==> src/rtl/alu_pkg.sv <==
// ============================================================================
// Module      : alu_pkg
// Description : Shared types and helpers for the ALU result path.
// Revision    : 1.0 - initial release
// ============================================================================
`default_nettype none

package alu_pkg;

    typedef enum logic [1:0] {
        ST_EMPTY = 2'd0,
        ST_ONE   = 2'd1,
        ST_TWO   = 2'd2
    } buf_state_t;

    // Largest positive value of an n-bit two's complement number.
    function automatic logic [31:0] sat_max(input int unsigned n);
        return (32'd1 << (n - 1)) - 32'd1;
    endfunction

    // Bit pattern of the most negative n-bit two's complement number.
    function automatic logic [31:0] sat_min(input int unsigned n);
        return 32'd1 << (n - 1);
    endfunction

endpackage

`default_nettype wire

==> src/rtl/skid_buffer_2.sv <==
// ============================================================================
// Module      : skid_buffer_2
// Description : Two-entry valid/ready skid buffer with fully registered outputs.
// Revision    : 1.0 - initial release
// ============================================================================
`default_nettype none

module skid_buffer_2
    import alu_pkg::*;
#(
    parameter int WIDTH = 5
) (
    input  logic             clk,
    input  logic             rst,
    input  logic             in_valid,
    input  logic [WIDTH-1:0] in_data,
    output logic             in_ready,
    output logic             out_valid,
    output logic [WIDTH-1:0] out_data,
    input  logic             out_ready
);

    buf_state_t       r_state;
    logic [WIDTH-1:0] r_main;
    logic [WIDTH-1:0] r_skid;
    logic             r_out_valid;
    logic             r_in_ready;
    logic             w_acc;
    logic             w_emit;

    assign w_acc     = in_valid & r_in_ready;
    assign w_emit    = r_out_valid & out_ready;
    assign in_ready  = r_in_ready;
    assign out_valid = r_out_valid;
    assign out_data  = r_main;

    // Handshake flags are registered with the state so neither port has a
    // combinational path from the opposite side.
    always_ff @(posedge clk or posedge rst) begin
        if (rst) begin
            r_state     <= ST_EMPTY;
            r_main      <= '0;
            r_skid      <= '0;
            r_out_valid <= 1'b0;
            r_in_ready  <= 1'b1;
        end else begin
            case (r_state)
                ST_EMPTY: begin
                    if (w_acc) begin
                        r_main      <= in_data;
                        r_state     <= ST_ONE;
                        r_out_valid <= 1'b1;
                        r_in_ready  <= 1'b1;
                    end
                end
                ST_ONE: begin
                    if (w_acc && !w_emit) begin
                        r_skid     <= in_data;
                        r_state    <= ST_TWO;
                        r_in_ready <= 1'b0;
                    end else if (w_emit && !w_acc) begin
                        r_state     <= ST_EMPTY;
                        r_out_valid <= 1'b0;
                    end else if (w_acc && w_emit) begin
                        r_main <= in_data;
                    end
                end
                ST_TWO: begin
                    if (w_emit) begin
                        r_main     <= r_skid;
                        r_state    <= ST_ONE;
                        r_in_ready <= 1'b1;
                    end
                end
                default: begin
                    r_state     <= ST_EMPTY;
                    r_out_valid <= 1'b0;
                    r_in_ready  <= 1'b1;
                end
            endcase
        end
    end

endmodule

`default_nettype wire

==> src/rtl/add_result_stage.sv <==
// ============================================================================
// Module      : add_result_stage
// Description : Overflow detect, saturate/wrap and skid-buffered output of the
//               signed adder sum, with sticky overflow flag and event counter.
// Revision    : 1.0 - initial release
// ============================================================================
`default_nettype none

module add_result_stage
    import alu_pkg::*;
#(
    parameter int N      = 4,
    parameter int SAT_EN = 1,
    parameter int CNT_W  = 8
) (
    input  logic             clk,
    input  logic             rst,
    input  logic             in_valid,
    input  logic [N:0]       in_result,
    output logic             in_ready,
    output logic             out_valid,
    output logic [N-1:0]     out_data,
    output logic             out_ovf,
    input  logic             out_ready,
    input  logic             clr,
    output logic             ovf_sticky,
    output logic [CNT_W-1:0] ovf_count
);

    localparam logic [CNT_W-1:0] c_cnt_max = '1;

    logic             w_ovf;
    logic [N-1:0]     w_conv;
    logic             w_in_ready;
    logic             w_acc;
    logic [N:0]       w_buf_out;
    logic             r_sticky;
    logic [CNT_W-1:0] r_count;

    // The N+1 bit sum fits in N bits only when its top two bits agree.
    assign w_ovf = in_result[N] ^ in_result[N-1];

    generate
        if (SAT_EN != 0) begin : g_sat
            localparam logic [N-1:0] c_max = N'(sat_max(N));
            localparam logic [N-1:0] c_min = N'(sat_min(N));
            assign w_conv = !w_ovf       ? in_result[N-1:0] :
                            in_result[N] ? c_min : c_max;
        end else begin : g_wrap
            assign w_conv = in_result[N-1:0];
        end
    endgenerate

    skid_buffer_2 #(
        .WIDTH (N + 1)
    ) u_skid (
        .clk       (clk),
        .rst       (rst),
        .in_valid  (in_valid),
        .in_data   ({w_conv, w_ovf}),
        .in_ready  (w_in_ready),
        .out_valid (out_valid),
        .out_data  (w_buf_out),
        .out_ready (out_ready)
    );

    assign w_acc      = in_valid & w_in_ready;
    assign in_ready   = w_in_ready;
    assign out_data   = w_buf_out[N:1];
    assign out_ovf    = w_buf_out[0];
    assign ovf_sticky = r_sticky;
    assign ovf_count  = r_count;

    always_ff @(posedge clk or posedge rst) begin
        if (rst) begin
            r_sticky <= 1'b0;
            r_count  <= '0;
        end else if (clr) begin
            r_sticky <= 1'b0;
            r_count  <= '0;
        end else if (w_acc && w_ovf) begin
            r_sticky <= 1'b1;
            if (r_count != c_cnt_max) begin
                r_count <= r_count + 1'b1;
            end
        end
    end

endmodule

`default_nettype wire
==> config.mk <==
export PLATFORM = sky130hd
export DESIGN_NAME = add_result_stage
export DESIGN_NICKNAME = d
export VERILOG_FILES = /design/src/rtl/alu_pkg.sv /design/src/rtl/skid_buffer_2.sv /design/src/rtl/add_result_stage.sv
export SDC_FILE = /design/constraint.sdc
export NUM_CORES = 1
export LEC_CHECK = 0
export CORE_ASPECT_RATIO = 0.9
export CORE_UTILIZATION = 30
export DETAILED_ROUTE_END_ITERATION = 6
export PLACE_DENSITY = 0.61
export SYNTH_ARGS = -nofsm -noshare
export SYNTH_HDL_FRONTEND = slang
export SYNTH_HIERARCHICAL = 1
export SYNTH_SLANG_ARGS = --single-unit
==> constraint.sdc <==
create_clock -name clk -period 2.3 [get_ports clk]
set_input_delay 0.69 -clock clk [delete_from_list [all_inputs] [get_ports clk]]
set_output_delay 0.69 -clock clk [all_outputs]
set_load 0.01 [all_outputs]
# --- After elaboration in Yosys (flattened, before gate mapping) ---
# Cells that the tools add are included.
totals:
  mem_bits_rw: 0
  elab_cells: 64
  register_bits: 23
  n_memories: 0
  latchBits: 0
  inputBits: 10
  mem_bits_ro: 0
  output_inout_bits: 16
op_classes:
  shift: 0
  mul: 0
  reduce_logical: 16
  n_eq_ne: 11
  order_cmp: 0
  bitwise: 4
  n_addsub: 1
  n_mux: 25
  n_div: 0
op_table:
  columns: ["operator", "n"]
  rows:
  - ["5-bit two-way mux", 5]
  - ["8-bit two-way mux", 3]
  - ["5-bit case mux with 3 select lines", 1]
  - ["2-bit by 1-bit != test with 1-bit output, second input constant", 5]
  - ["8-bit by 1-bit adder with 8-bit output, second input constant", 1]
  - ["2-bit two-way mux", 4]
  - ["4-bit two-way mux", 2]
  - ["8-bit != test, second input constant", 1]
  - ["1-bit two-way mux", 7]
  - ["1-bit case mux with 3 select lines", 2]
  - ["2-bit case mux with 3 select lines", 1]
  - ["3-bit AND reduction", 2]
  - ["6-bit AND reduction", 1]
  - ["1-bit logical AND", 4]
  - ["2-bit != test, second input constant", 2]
  - ["2-bit AND reduction", 2]
  - ["4-bit AND reduction", 1]
  - ["2-bit nonzero test", 2]
  - ["3-bit by 1-bit != test with 1-bit output, second input constant", 1]
  - ["3-bit nonzero test", 1]
  - ["1-bit AND", 2]
  - ["2-bit by 1-bit == test with 1-bit output, second input constant", 1]
  - ["2-bit == test, second input constant", 1]
  - ["1-bit logical NOT", 2]
  - ["3 further kinds", 3]

# --- Logic depth before layout (Yosys ltp) ---
depth:
  word_depth: 6
  ltp_mapped: 6
  ltp_nobuf: 6

# --- Hierarchy ---
# Netlist, hierarchy kept.
by_module_without_submodules:
  columns: ["module", "area_each_um2", "instances", "cells_each", "seq_area_each_um2"]
  rows:
  - ["skid_buffer_2", 772.0, 1, 56, 351.6]
  - ["add_result_stage", 605.6, 1, 60, 225.2]

# --- Worst setup path after synthesis ---
# OpenSTA, ideal clock, no wires.
synth_timing:
  path_kind: "input-to-reg"
  startpoint: "in in_valid"
  endpoint: "reg u_skid.r_main[0] (netlist: u_skid/out_data[0])"
  setup_ns: 0.125
  required_time_ns: 2.175
  n_path_buf: 0
  arrival_time_ns: 1.884
  path_slack_ns: 0.291
  path_stages: 6
  cell_sequence: "nand2_1 -> inv_1 -> ha_1 -> nand4bb_1 -> o211ai_4 -> mux2_4"
synth_via:
  elab_chain_cells: 5
  word_cells_on_any_way: 10
  classes_between: "eq/ne (4); bitwise (1); reduce/logical (5)"
synth_rtl:
  columns: ["element", "line_no", "text"]
  rows:
  - ["from (decl)", "add_result_stage.sv:18", "input logic in_valid,"]
  - ["1-bit AND (*)", "skid_buffer_2.sv:31", "assign w_acc = in_valid & r_in_ready;"]
  - ["1-bit logical NOT", "skid_buffer_2.sv:61", "end else if (w_emit && !w_acc) begin"]
  - ["1-bit logical AND", "skid_buffer_2.sv:61", null]
  - ["2-bit != test (no source line)", null, null]
  - ["6-bit AND reduction (no source line) (*)", null, null]
  - ["to (signal assigned)", "skid_buffer_2.sv:50", "r_main <= in_data;"]
  - ["to (signal assigned)", "skid_buffer_2.sv:65", "r_main <= in_data;"]
  - ["to (signal assigned)", "skid_buffer_2.sv:70", "r_main <= r_skid;"]
  - ["to (decl)", "skid_buffer_2.sv:24", "logic [WIDTH-1:0] r_main;"]
# Every way passes the cells marked *; elsewhere a longest branch is shown, timed or not.
# A chain may end at the register's enable or synchronous reset.

# --- Worst setup path after layout ---
layout_timing:
  startpoint: "in in_valid"
  endpoint: "reg u_skid.r_main[1] (netlist: u_skid/out_data[1])"
# The elaborated chain is that of the path after synthesis.

==> impl_metrics.json <==
{
  "crit_chain": "clkdlybuf4s50_1, nand2_1, inv_1, ha_2, nand4bb_4, o211ai_4, mux2_4",
  "seq_power_share": 0.571,
  "drt_iter0_drc": 12,
  "ctsHtreeMaxLevel": 1,
  "worstMarginPinSlew_ns": 0.555,
  "cp_max_fo": 5,
  "slowest_delay_ns": 0.45,
  "fmax_ghz": 0.443,
  "root_buffer": "clkbuf_8",
  "avgSynthCellArea_um2": 11.9,
  "dp_hpwl_um": 2090,
  "skew_ns": 0.00674,
  "yosysSeqAreaShare": 0.419,
  "synth_enable_flop_cells": 0,
  "path_clk_slew_ns": 0.08,
  "clkLatencyLatePin_ns": 0.26,
  "power_frac_clock": 0.353,
  "final_cells": 212,
  "comb_power_share": 0.075,
  "power.internal_mw": 0.551,
  "final_cell_mix": "25 x clkdlybuf4s50_1, 22 x dfrtp_1, 10 x nor2_1, 10 x nand2_1, 10 x mux2_4",
  "gp_congestion": 0.885,
  "final_nets": 167,
  "required_ns": 2.45,
  "drc": 0,
  "timing.rr.start": "u_skid/in_ready",
  "placed_area_um2": 1730,
  "slowest_stage": "clkdlybuf4s50_1",
  "hold_viol": 0,
  "vias_per_cell": 4.70,
  "num_antenna_cells": 0,
  "switching_power_mw": 0.156,
  "syn-cell-area_um2": 1380,
  "ys_ff_latch": 23,
  "p_leak_nw": 0.810,
  "netSwitchingFraction": 0.221,
  "antenna_found_initial": 0,
  "synth.largest_area_cell": "dfrtp_1",
  "hold_class": "register to register",
  "slew_violations": 0,
  "wirelength_um": 2740,
  "relSlewSlack": 0.629,
  "grt_max_degree": 15,
  "ff2ff_setup_slack_ns": 0.32,
  "min_delay_path_depth": 1,
  "criticalPathCategory": "input port to register",
  "irDropWorstVdd_mv": 0.301,
  "die_w_um": 73.4,
  "reg2reg_depth": 6,
  "io_pins": 26,
  "die_h_um": 66.3,
  "initial_core_util": 0.311,
  "ys.flop_type": "dfrtp_1",
  "arrival_ns": 2.40,
  "grt_setup_unrepaired": "false",
  "grt-ovfl-total": 0,
  "portBuffers": 25,
  "async_flop_share": 1.00,
  "first_pass_iters": 2,
  "setup-tns-final_ns": 0,
  "syn-instance-count": 116,
  "critPathBufInv": 2,
  "core_area_um2": 4430,
  "fin_area_um2": 1810,
  "drv_cap": 0,
  "finalSetupViolCount": 0,
  "yosys-top-cells-area": "dfrtp_1 40%, mux2_4 11%, ha_1 5.4%, mux2_2 4.1%, a2111oi_4 4.0%",
  "final_common_cell": "clkdlybuf4s50_1",
  "period_share": 0.981,
  "wl_per_cell_um": 12.9,
  "die_area_um2": 4870,
  "total_power_mw": 0.707,
  "drive_above_1_share": 0.287,
  "syn2layout_area_growth_pct": 31.6,
  "cts_tree": "yes",
  "startpoint_type": "input port",
  "finalCoreUtilization": 0.409,
  "grt_pass1_vias": 1046,
  "ant_nets": 0,
  "grt_pass1_wl_um": 4620,
  "endpoint_kind": "register",
  "synth_fp_nets": 132,
  "dp.cells": 207,
  "ys_warn_count": 6,
  "vias": 996,
  "period_needed_ns": 2.26,
  "cts.sinks": 23,
  "critPathTopFamily": "buffers and inverters",
  "status": "finished, final reports clean",
  "timing.rr.end": "u_skid/out_data[1]",
  "holdCritStartpoint": "u_skid/r_skid[3]",
  "yosysUniqueCellTypes": 38,
  "grt_usage": 0.126,
  "hold_path_end": "u_skid/r_skid[3]",
  "fp-row-count": 23,
  "power.density_nw_per_um2": 390,
  "yosysTopAreaCellShare": 0.400,
  "cts_buffer_depth": 2,
  "cts-buffers-inserted": 3
}
[area by class of cell]
cell class,instances,area (um^2)
fill,452,2620
multi-input combinational,84,779
clock inverter,1,5.00
tap,62,77.6
timing repair buffer,33,310
clock buffer,3,41.3
sequential,23,577
inverter,6,22.5
[logic make-up after synthesis]
group | count (synthesis) | synth area share
and+or+nand+nor | 39 | 0.183
DFF | 23 | 0.419
AOI/OAI and AO/OA | 19 | 0.126
muxes | 16 | 0.157
buffers and inverters | 9 | 0.0354
adders and majority gates | 6 | 0.0545
xor gates and xnor gates | 4 | 0.0254
[synth_stat cells (all sizes together) (3+ instances only)]
cell / n
a21oi: 5
nor3: 3
mux2: 15
inv: 6
dfrtp: 22
xnor2: 3
buf: 3
ha: 6
and3: 3
o21ai: 5
nand2: 10
nor2: 10
[worst max-delay path by stage]
stage	from	end	slack [ns]	cells after the start
4_1_cts	in_valid	u_skid/out_data[1]	0.04	7
2_1_floorplan	in_valid	u_skid/out_data[0]	0.29	6
6_report	in_valid	u_skid/out_data[1]	0.04	7
5_1_grt	in_valid	u_skid/out_data[4]	0.003	7
3_3_place_gp	in_result[3]	ovf_count[7]	-0.25	7
3_5_place_dp	in_result[3]	ovf_count[7]	-0.37	7
[metrics by stage]
step	hold slack [ns]	setup WS (ns)
after floorplan	0.480	0.291
after global placement	0.489	-0.246
after detailed placement	0.496	-0.371
after CTS	0.515	0.0362
after global routing	0.534	0.00301
final	0.514	0.0434
[state kept, by name, indices dropped and copies added (netlist names)]
| name | flops |
|---|---|
| u_skid/r_skid | 5 |
| u_skid/out_valid | 1 |
| u_skid/out_data | 5 |
| u_skid/r_state | 2 |
| ovf_sticky | 1 |
| ovf_count | 8 |
| u_skid/in_ready | 1 |
[routing by layer]
layer  global-route usage  vias up  routed length (um)
met5                    0        -                   0
met4               0.0361        0                  44
met3               0.0381        4                  97
met2                0.226       25                1350
met1                0.145      485                1240
li1                     -      482                   -
[power groups by stage]
stage | Clock, mW | Combinational (mW) | Sequential (mW)
2_1_floorplan | 0 | 0.0237 | 0.412
3_3_place_gp | 0 | 0.0516 | 0.412
3_5_place_dp | 0 | 0.0540 | 0.412
4_1_cts | 0.264 | 0.0550 | 0.404
5_1_grt | 0.289 | 0.0603 | 0.404
6_report | 0.250 | 0.0533 | 0.404
[timing repair]
action,in CTS,in global routing
buffers inserted,1,0
gates resized for setup,4,0
endpoints found under the setup margin,6,0
hold buffers,0,0
(Power assumes the default switching activity.)
